## src/rtl/int_arbiter.sv

```systemverilog
// Interrupt arbiter: edge-detects four device lines, latches pending events and
// presents one fixed-priority grant at a time to the CPU on Ireq/gntInt.
module int_arbiter #(
  parameter int unsigned HOLDOFF = 2
) (
  input  logic        clk,
  input  logic        reset,
  input  logic [3:0]  irq_in,
  input  logic [31:0] int_en,
  input  logic        Iack,
  output logic        Ireq,
  output logic [3:0]  gntInt,
  output logic [3:0]  pending_o
);

  localparam int unsigned N_SRC = 4;
  localparam int unsigned CNT_W = 4;

  generate
    if (HOLDOFF < 1 || HOLDOFF > 15) begin : g_bad_holdoff
      $error("int_arbiter: HOLDOFF must be in 1..15");
    end
  endgenerate

  typedef enum logic [1:0] {
    S_IDLE = 2'd0,
    S_REQ  = 2'd1,
    S_HOLD = 2'd2
  } state_e;

  state_e             state_q, state_d;
  logic [N_SRC-1:0]   irq_prev_q, irq_prev_d;
  logic [N_SRC-1:0]   pending_q, pending_d;
  logic [N_SRC-1:0]   gnt_q, gnt_d;
  logic               ireq_q, ireq_d;
  logic [CNT_W-1:0]   cnt_q, cnt_d;

  logic [N_SRC-1:0]   rise;
  logic [N_SRC-1:0]   elig;
  logic [N_SRC-1:0]   first_elig;
  logic [N_SRC-1:0]   clr;

  // Only the global enable and the four source masks matter.
  logic unused_en;
  assign unused_en = ^int_en[31:5];

  assign rise       = irq_in & ~irq_prev_q;
  assign elig       = pending_q & int_en[4:1] & {N_SRC{int_en[0]}};
  assign first_elig = elig & (~elig + N_SRC'(1));

  // Next-state, grant and pending update; a rise outranks a same-cycle clear.
  always_comb begin
    state_d    = state_q;
    gnt_d      = gnt_q;
    ireq_d     = ireq_q;
    cnt_d      = cnt_q;
    clr        = '0;
    irq_prev_d = irq_in;
    unique case (state_q)
      S_IDLE: begin
        if (elig != '0) begin
          gnt_d   = first_elig;
          ireq_d  = 1'b1;
          state_d = S_REQ;
        end
      end
      S_REQ: begin
        if (Iack) begin
          clr     = gnt_q;
          ireq_d  = 1'b0;
          gnt_d   = '0;
          cnt_d   = CNT_W'(HOLDOFF - 1);
          state_d = S_HOLD;
        end else if ((elig & gnt_q) == '0) begin
          ireq_d  = 1'b0;
          gnt_d   = '0;
          state_d = S_IDLE;
        end
      end
      S_HOLD: begin
        if (cnt_q == '0) begin
          state_d = S_IDLE;
        end else begin
          cnt_d = cnt_q - CNT_W'(1);
        end
      end
      default: begin
        ireq_d  = 1'b0;
        gnt_d   = '0;
        state_d = S_IDLE;
      end
    endcase
    pending_d = (pending_q & ~clr) | rise;
  end

  always_ff @(posedge clk or negedge reset) begin
    if (!reset) begin
      state_q    <= S_IDLE;
      irq_prev_q <= '0;
      pending_q  <= '0;
      gnt_q      <= '0;
      ireq_q     <= 1'b0;
      cnt_q      <= '0;
    end else begin
      state_q    <= state_d;
      irq_prev_q <= irq_prev_d;
      pending_q  <= pending_d;
      gnt_q      <= gnt_d;
      ireq_q     <= ireq_d;
      cnt_q      <= cnt_d;
    end
  end

  assign Ireq      = ireq_q;
  assign gntInt    = gnt_q;
  assign pending_o = pending_q;

endmodule

```

## config.mk

```make
export PLATFORM = sky130hd
export DESIGN_NAME = int_arbiter
export DESIGN_NICKNAME = d
export VERILOG_FILES = /design/src/rtl/int_arbiter.sv
export SDC_FILE = /design/constraint.sdc
export NUM_CORES = 1
export LEC_CHECK = 0
export CAP_MARGIN = 15
export CORE_ASPECT_RATIO = 1.25
export CORE_MARGIN = 3
export CORE_UTILIZATION = 35
export CTS_BUF_LIST = sky130_fd_sc_hd__clkbuf_4
export CTS_CLUSTER_DIAMETER = 80
export DETAILED_ROUTE_END_ITERATION = 10
export PLACE_DENSITY = 0.83
export SKIP_LAST_GASP = 1
export SLEW_MARGIN = 20
export SYNTH_ARGS = -nofsm -noshare
export SYNTH_HDL_FRONTEND = slang
export SYNTH_SLANG_ARGS = --single-unit
```

## constraint.sdc

```tcl
create_clock -name clk -period 1.6 [get_ports clk]
set_input_delay 0.48 -clock clk [delete_from_list [all_inputs] [get_ports clk]]
set_output_delay 0.48 -clock clk [all_outputs]
set_load 0.01 [all_outputs]
```

==> results of run 1 <==
[what timing repair did]
item,4_1_cts,5_1_grt
hold buffers,0,0
gates resized for setup,12,5
setup endpoints to repair,14,6
cloned,0,0
pin swaps,2,0
setup buffers,6,2
[sequential cells by signal, summed over array words and instances (netlist names)]
name,cells
Ireq,1
cnt_q,4
gntInt,4
irq_prev_q,4
pending_o,4
state_q,2
[area by class of cell]
type / instances / area [um^2]
clock buffers: 4 / 30.0
fillers: 201 / 1000
inverters: 7 / 26.3
multi-input cells: 55 / 378
flip-flops and latches: 19 / 475
well taps: 31 / 38.8
repair buffers: 36 / 307
[worst max path at each step]
| stage | cells past startpoint | end | start |
|---|---|---|---|
| after floorplan | 4 | gntInt[0] | int_en[0] |
| after global placement | 5 | gntInt[0] | int_en[0] |
| after detailed placement | 5 | gntInt[0] | int_en[0] |
| after CTS | 5 | state_q[1] | cnt_q[1] |
| after global routing | 5 | gntInt[0] | int_en[2] |
| final | 5 | gntInt[0] | int_en[2] |
[cells by family after synthesis]
group	Yosys count
adders and majority gates	2
xor gates and xnor gates	2
buffers and inverters	8
and+or+nand+nor	35
AOI/OAI and AO/OA	16
DFF	19
[power by group]
part | total [mW] | switching, mW | leakage [nW] | internal (mW)
clock network | 0.256 | 0.142 | 0.0184 | 0.114
logic | 0.761 | 0.360 | 0.351 | 0.401
registers | 0.677 | 0.0788 | 0.225 | 0.598
total | 1.69 | 0.581 | 0.594 | 1.11
[metrics by stage]
stage	cell area, um^2	instances	setup TNS (ns)	total power, mW
4_1_cts	1220	150	0	1.62
5_1_grt	1250	152	-0.0127	1.81
3_3_place_gp	1150	140	-2.87	1.31
2_1_floorplan	857	82	0	1.04
6_report	1250	152	0	1.69
3_5_place_dp	1150	140	-3.08	1.34
[cells in the mapped netlist, drive strengths merged (2+ instances only)]
cell | instances | area (um^2)
ha | 2 | 25.0
nand2 | 12 | 45.0
dfrtp | 19 | 475
xor2 | 2 | 17.5
nand2b | 3 | 18.8
a21oi | 4 | 20.0
inv | 7 | 26.3
o21ai | 4 | 20.0
or3b | 2 | 17.5
nor2 | 5 | 18.8
nand4 | 4 | 25.0
nand3 | 2 | 10.0
nor3 | 2 | 10.0
[worst max-delay path: stages]
cell and delay (ns):
clkdlybuf4s50_1 0.50, nand4_1 0.10, and4_1 0.22, a211oi_4 0.32, a2bb2o_1 0.19
[layer usage]
| layer | share of wire (%) | GRT usage [%] |
|---|---|---|
| met5 | 0 | 0 |
| met4 | 1.3 | 6.32 |
| met3 | 5.4 | 5.57 |
| met2 | 50 | 22.0 |
| met1 | 43 | 17.0 |
==> impl_metrics.csv, run 1 <==
group,metric,value,unit
critical_path,cp-start-kind,"input pin",
floorplanning,die_w,50.1,um
detailed_routing,drt-pass1-iter-count,4,
clock_tree,clock_latency,0.30,ns
critical_path,r2r-start,"cnt_q[0]",
sta,setup_violations,0,
synth,synth_fa_ha_area_share,2.94,%
layout,fin_nets,163,
synth,async_flop_share,100,%
place,pre_cts_ws,-0.484,ns
min_path,hold_class,"flip-flop to flip-flop",
run_status,status,"finished, final reports clean",
flow_run,drv_cap,0,
grt,grtUsageTotal,14.0,%
synth,synth_area_per_cell,10.4,um^2
synth,synth_mux_area_share,0,%
sta,fin_crit_sh,98.3,%
grt,grt.overflow.total,0,
critical_path,timing.rr.end,"state_q[1]",
critical_path,critPathRequiredTime,1.84,ns
pwr,ir_drop,0.657,mV
min_path,hold-path-endpoint,"pending_o[0]",
layout,post-route-util,55.6,%
layout,drive_gt1_share,24.8,%
synth,ys_ff_latch,19,
critical_path,timing_worst_setup_path_type,"input pin to flip-flop",
critical_path,reg2reg_setup_slack,0.06,ns
place,io_buffers,20,
synth,yosysSeqAreaShare,55.8,%
synth,synthXorXnorAreaFrac,2.06,%
place,dp_hpwl,1410,um
detailed_routing,drc_errors,0,
sta,drv_slew,0,
floorplanning,num_io_pins,48,
pwr,leakage,0.594,nW
grt,antenna_found_initial,0,
synth,synth_nets,123,
sta,period_needed,1.57,ns
critical_path,crit_path_end_kind,"flip-flop",
layout,area_growth,47.3,%
synth,ys_types,28,
min_path,worstHoldPathCells,1,
layout,layout_commonest_cell,"dfrtp_1",
critical_path,cp_max_fo,4,
floorplanning,core,2260,um^2
floorplanning,dieArea,3070,um^2
place,gp_congestion,0.844,
floorplanning,fp-row-count,19,
sta,tightestPinTransition,0.376,ns
clock_tree,clockBufferDepth,2,
layout,mostFrequentLayoutCells,"dfrtp_1 (19), buf_4 (16), nand2_1 (12)",
grt,grt_max_degree,20,
synth,yosysWarnings,0,
layout,n_antenna_cell,0,
critical_path,cp.arrival,1.81,ns
sta,finClkSkew,0.00619,ns
min_path,min_from,"irq_prev_q[0]",
floorplanning,initial_core_util,37.7,%
detailed_routing,final_antenna_net_count,0,
clock_tree,clkTransAtPathRegs,0.10,ns
clock_tree,root_buffer,"clkbuf_4",
critical_path,reg2reg_depth,5,
synth,yosys.area_share.simple,21.3,%
sta,relSlewSlack,74.9,%
synth,synth_top_family_by_area,"simple AND/OR/NAND/NOR gates",
synth,synth-main-ff-cell,"dfrtp_1",
sta,hold_violations,0,
grt,grt_pass1_wl,3160,um
grt,first_global_vias,748,
synth,syn-cell-area,852,um^2
clock_tree,cts_sinks,19,
sta,setup_ws,0.0276,ns
synth,synth_edf_count,0,
sta,holdWs,0.423,ns
detailed_routing,via_per_inst,4.91,
pwr,p_per_area,1350,nW/um^2
clock_tree,cts_buffers,3,
clock_tree,tritoncts,"yes",
sta,fmax,636,MHz
detailed_routing,via_count,747,
detailed_routing,wire_per_inst,13.4,um
clock_tree,h-tree-depth,1,
detailed_routing,routed_wl,2040,um
floorplanning,die_y,61.2,um
synth,synth_compound_gate_area_share,14.4,%
detailed_routing,drtIter0Drc,11,
synth,synthCells,82,
(Power assumes the default switching activity.)
==> run 2, diff against run 1 <==
MAX_ROUTING_LAYER = met4   (was unset)
==> run 2 against run 1 <==
Compared with the run above:
- worst setup slack improved by 0.0023 ns
- critical path depth unchanged
- first-iteration DRC count is 36% higher
- non-clock buffer count shrank 1
==> impl_metrics.csv, run 2 (synthesis gave the netlist of run 1 again) <==
group,metric,value,unit
layout,fillers,203,
clock_tree,cts_sinks,19,
critical_path,cp_max_fo,5,
min_path,hold_class,"flip-flop to flip-flop",
grt,grt.overflow.total,0,
critical_path,critPathRequiredTime,1.78,ns
floorplanning,fp-row-count,19,
floorplanning,die_y,61.2,um
floorplanning,die_w,50.1,um
detailed_routing,via_count,723,
detailed_routing,drc_errors,0,
detailed_routing,drtIter0Drc,15,
layout,area_growth,43.6,%
critical_path,cp-start-kind,"flip-flop",
clock_tree,tritoncts,"yes",
sta,rsz0062_at_grt,"true",
grt,grt_max_degree,20,
floorplanning,dieArea,3070,um^2
detailed_routing,via_per_inst,4.79,
clock_tree,h-tree-depth,1,
place,pre_cts_ws,-0.476,ns
clock_tree,clockBufferDepth,2,
layout,layout_commonest_cell,"dfrtp_1",
sta,fin_crit_sh,98.1,%
layout,n_antenna_cell,0,
sta,relSlewSlack,75.0,%
sta,setup_ws,0.0300,ns
clock_tree,clkTransAtPathRegs,0.10,ns
pwr,p_total,1.62,mW
detailed_routing,routed_wl,1890,um
place,io_buffers,20,
flow_run,drv_cap,0,
sta,setup_violations,0,
critical_path,r2r-start,"cnt_q[1]",
floorplanning,num_io_pins,48,
grt,first_global_vias,695,
detailed_routing,final_antenna_net_count,0,
clock_tree,root_buffer,"clkbuf_4",
sta,period_needed,1.57,ns
grt,antenna_found_initial,0,
critical_path,cp.arrival,1.75,ns
place,dp.cells,141,
critical_path,crit_path_end_kind,"flip-flop",
layout,drive_gt1_share,21.7,%
pwr,ir_drop,0.757,mV
layout,mostFrequentLayoutCells,"dfrtp_1 (19), buf_4 (15), nand2_1 (12)",
min_path,min_from,"irq_prev_q[2]",
clock_tree,cts_buffers,3,
sta,hold_violations,0,
clock_tree,clock_latency,0.29,ns
critical_path,timing_worst_setup_path_type,"flip-flop to flip-flop",
layout,fin_nets,162,
sta,fmax,637,MHz
place,dp_hpwl,1430,um
grt,grt_pass1_wl,2980,um
run_status,status,"finished, final reports clean",
detailed_routing,wire_per_inst,12.5,um
critical_path,cp-startpoint,"cnt_q[1]",
layout,fin_cells,151,
sta,finClkSkew,0.00304,ns
layout,post-route-util,54.2,%
detailed_routing,drt-pass1-iter-count,4,
floorplanning,initial_core_util,37.7,%
grt,grtUsageTotal,13.5,%
place,gp_congestion,0.853,
pwr,leakage,0.589,nW
sta,tightestPinTransition,0.375,ns
pwr,p_per_area,1330,nW/um^2
floorplanning,core,2260,um^2
sta,drv_slew,0,
==> run 2: critical path, stage by stage, from the launching register on <==
cell and delay, ns:
dfrtp_1 0.40, inv_1 0.10, ha_1 0.14, or3b_4 0.38, and2_4 0.19, or2_2 0.27
==> run 2: cell type report <==
| cell class | count | area (um^2) | share of cell area, % |
|---|---|---|---|
| multi-input cells | 55 | 354 | 28.9 |
| flip-flops and latches | 19 | 475 | 38.9 |
| repair buffers | 35 | 299 | 24.4 |
| inverters | 7 | 26.3 | 2.15 |
| well taps | 31 | 38.8 | 3.17 |
| clock buffers | 4 | 30.0 | 2.45 |
==> run 2: where the power goes <==
group | switching (mW) | leakage (nW) | internal, mW | total (mW)
sequential | 0.0760 | 0.225 | 0.598 | 0.674
clock | 0.139 | 0.0184 | 0.114 | 0.252
combinational | 0.321 | 0.346 | 0.377 | 0.698
==> run 2: layer usage <==
| layer | part of all wire (%) | global-route usage (%) |
|---|---|---|
| met1 | 44 | 16.2 |
| met5 | 0 | - |
| met4 | 0.48 | 5.93 |
| met3 | 2.5 | 2.18 |
| met2 | 53 | 22.4 |
==> run 2: what timing repair did <==
action,4_1_cts,5_1_grt
cloned,0,0
setup buffers,5,1
gates resized for setup,12,0
setup endpoints to repair,14,6
pin swaps,3,1
hold buffers,0,0
==> run 2: worst paths after layout <==
check,cells past startpoint,slack (ns),end
hold reg to reg,1,0.43,pending_o[2]
hold / removal,1,0.43,pending_o[2]
min in group asynchronous,2,0.51,pending_o[1]
max in group asynchronous,2,0.89,gntInt[3]
setup / recovery,5,0.03,state_q[1]
setup reg to reg,5,0.03,state_q[1]
==> run 2: stage by stage <==
stage               hold WS, ns  setup TNS [ns]  instance area, um^2
finish                    0.433               0                 1220
CTS                       0.438               0                 1220
floorplan                 0.184               0                  857
detailed placement        0.421           -2.93                 1160
global route              0.442         -0.0181                 1220
global placement          0.407           -2.80                 1160
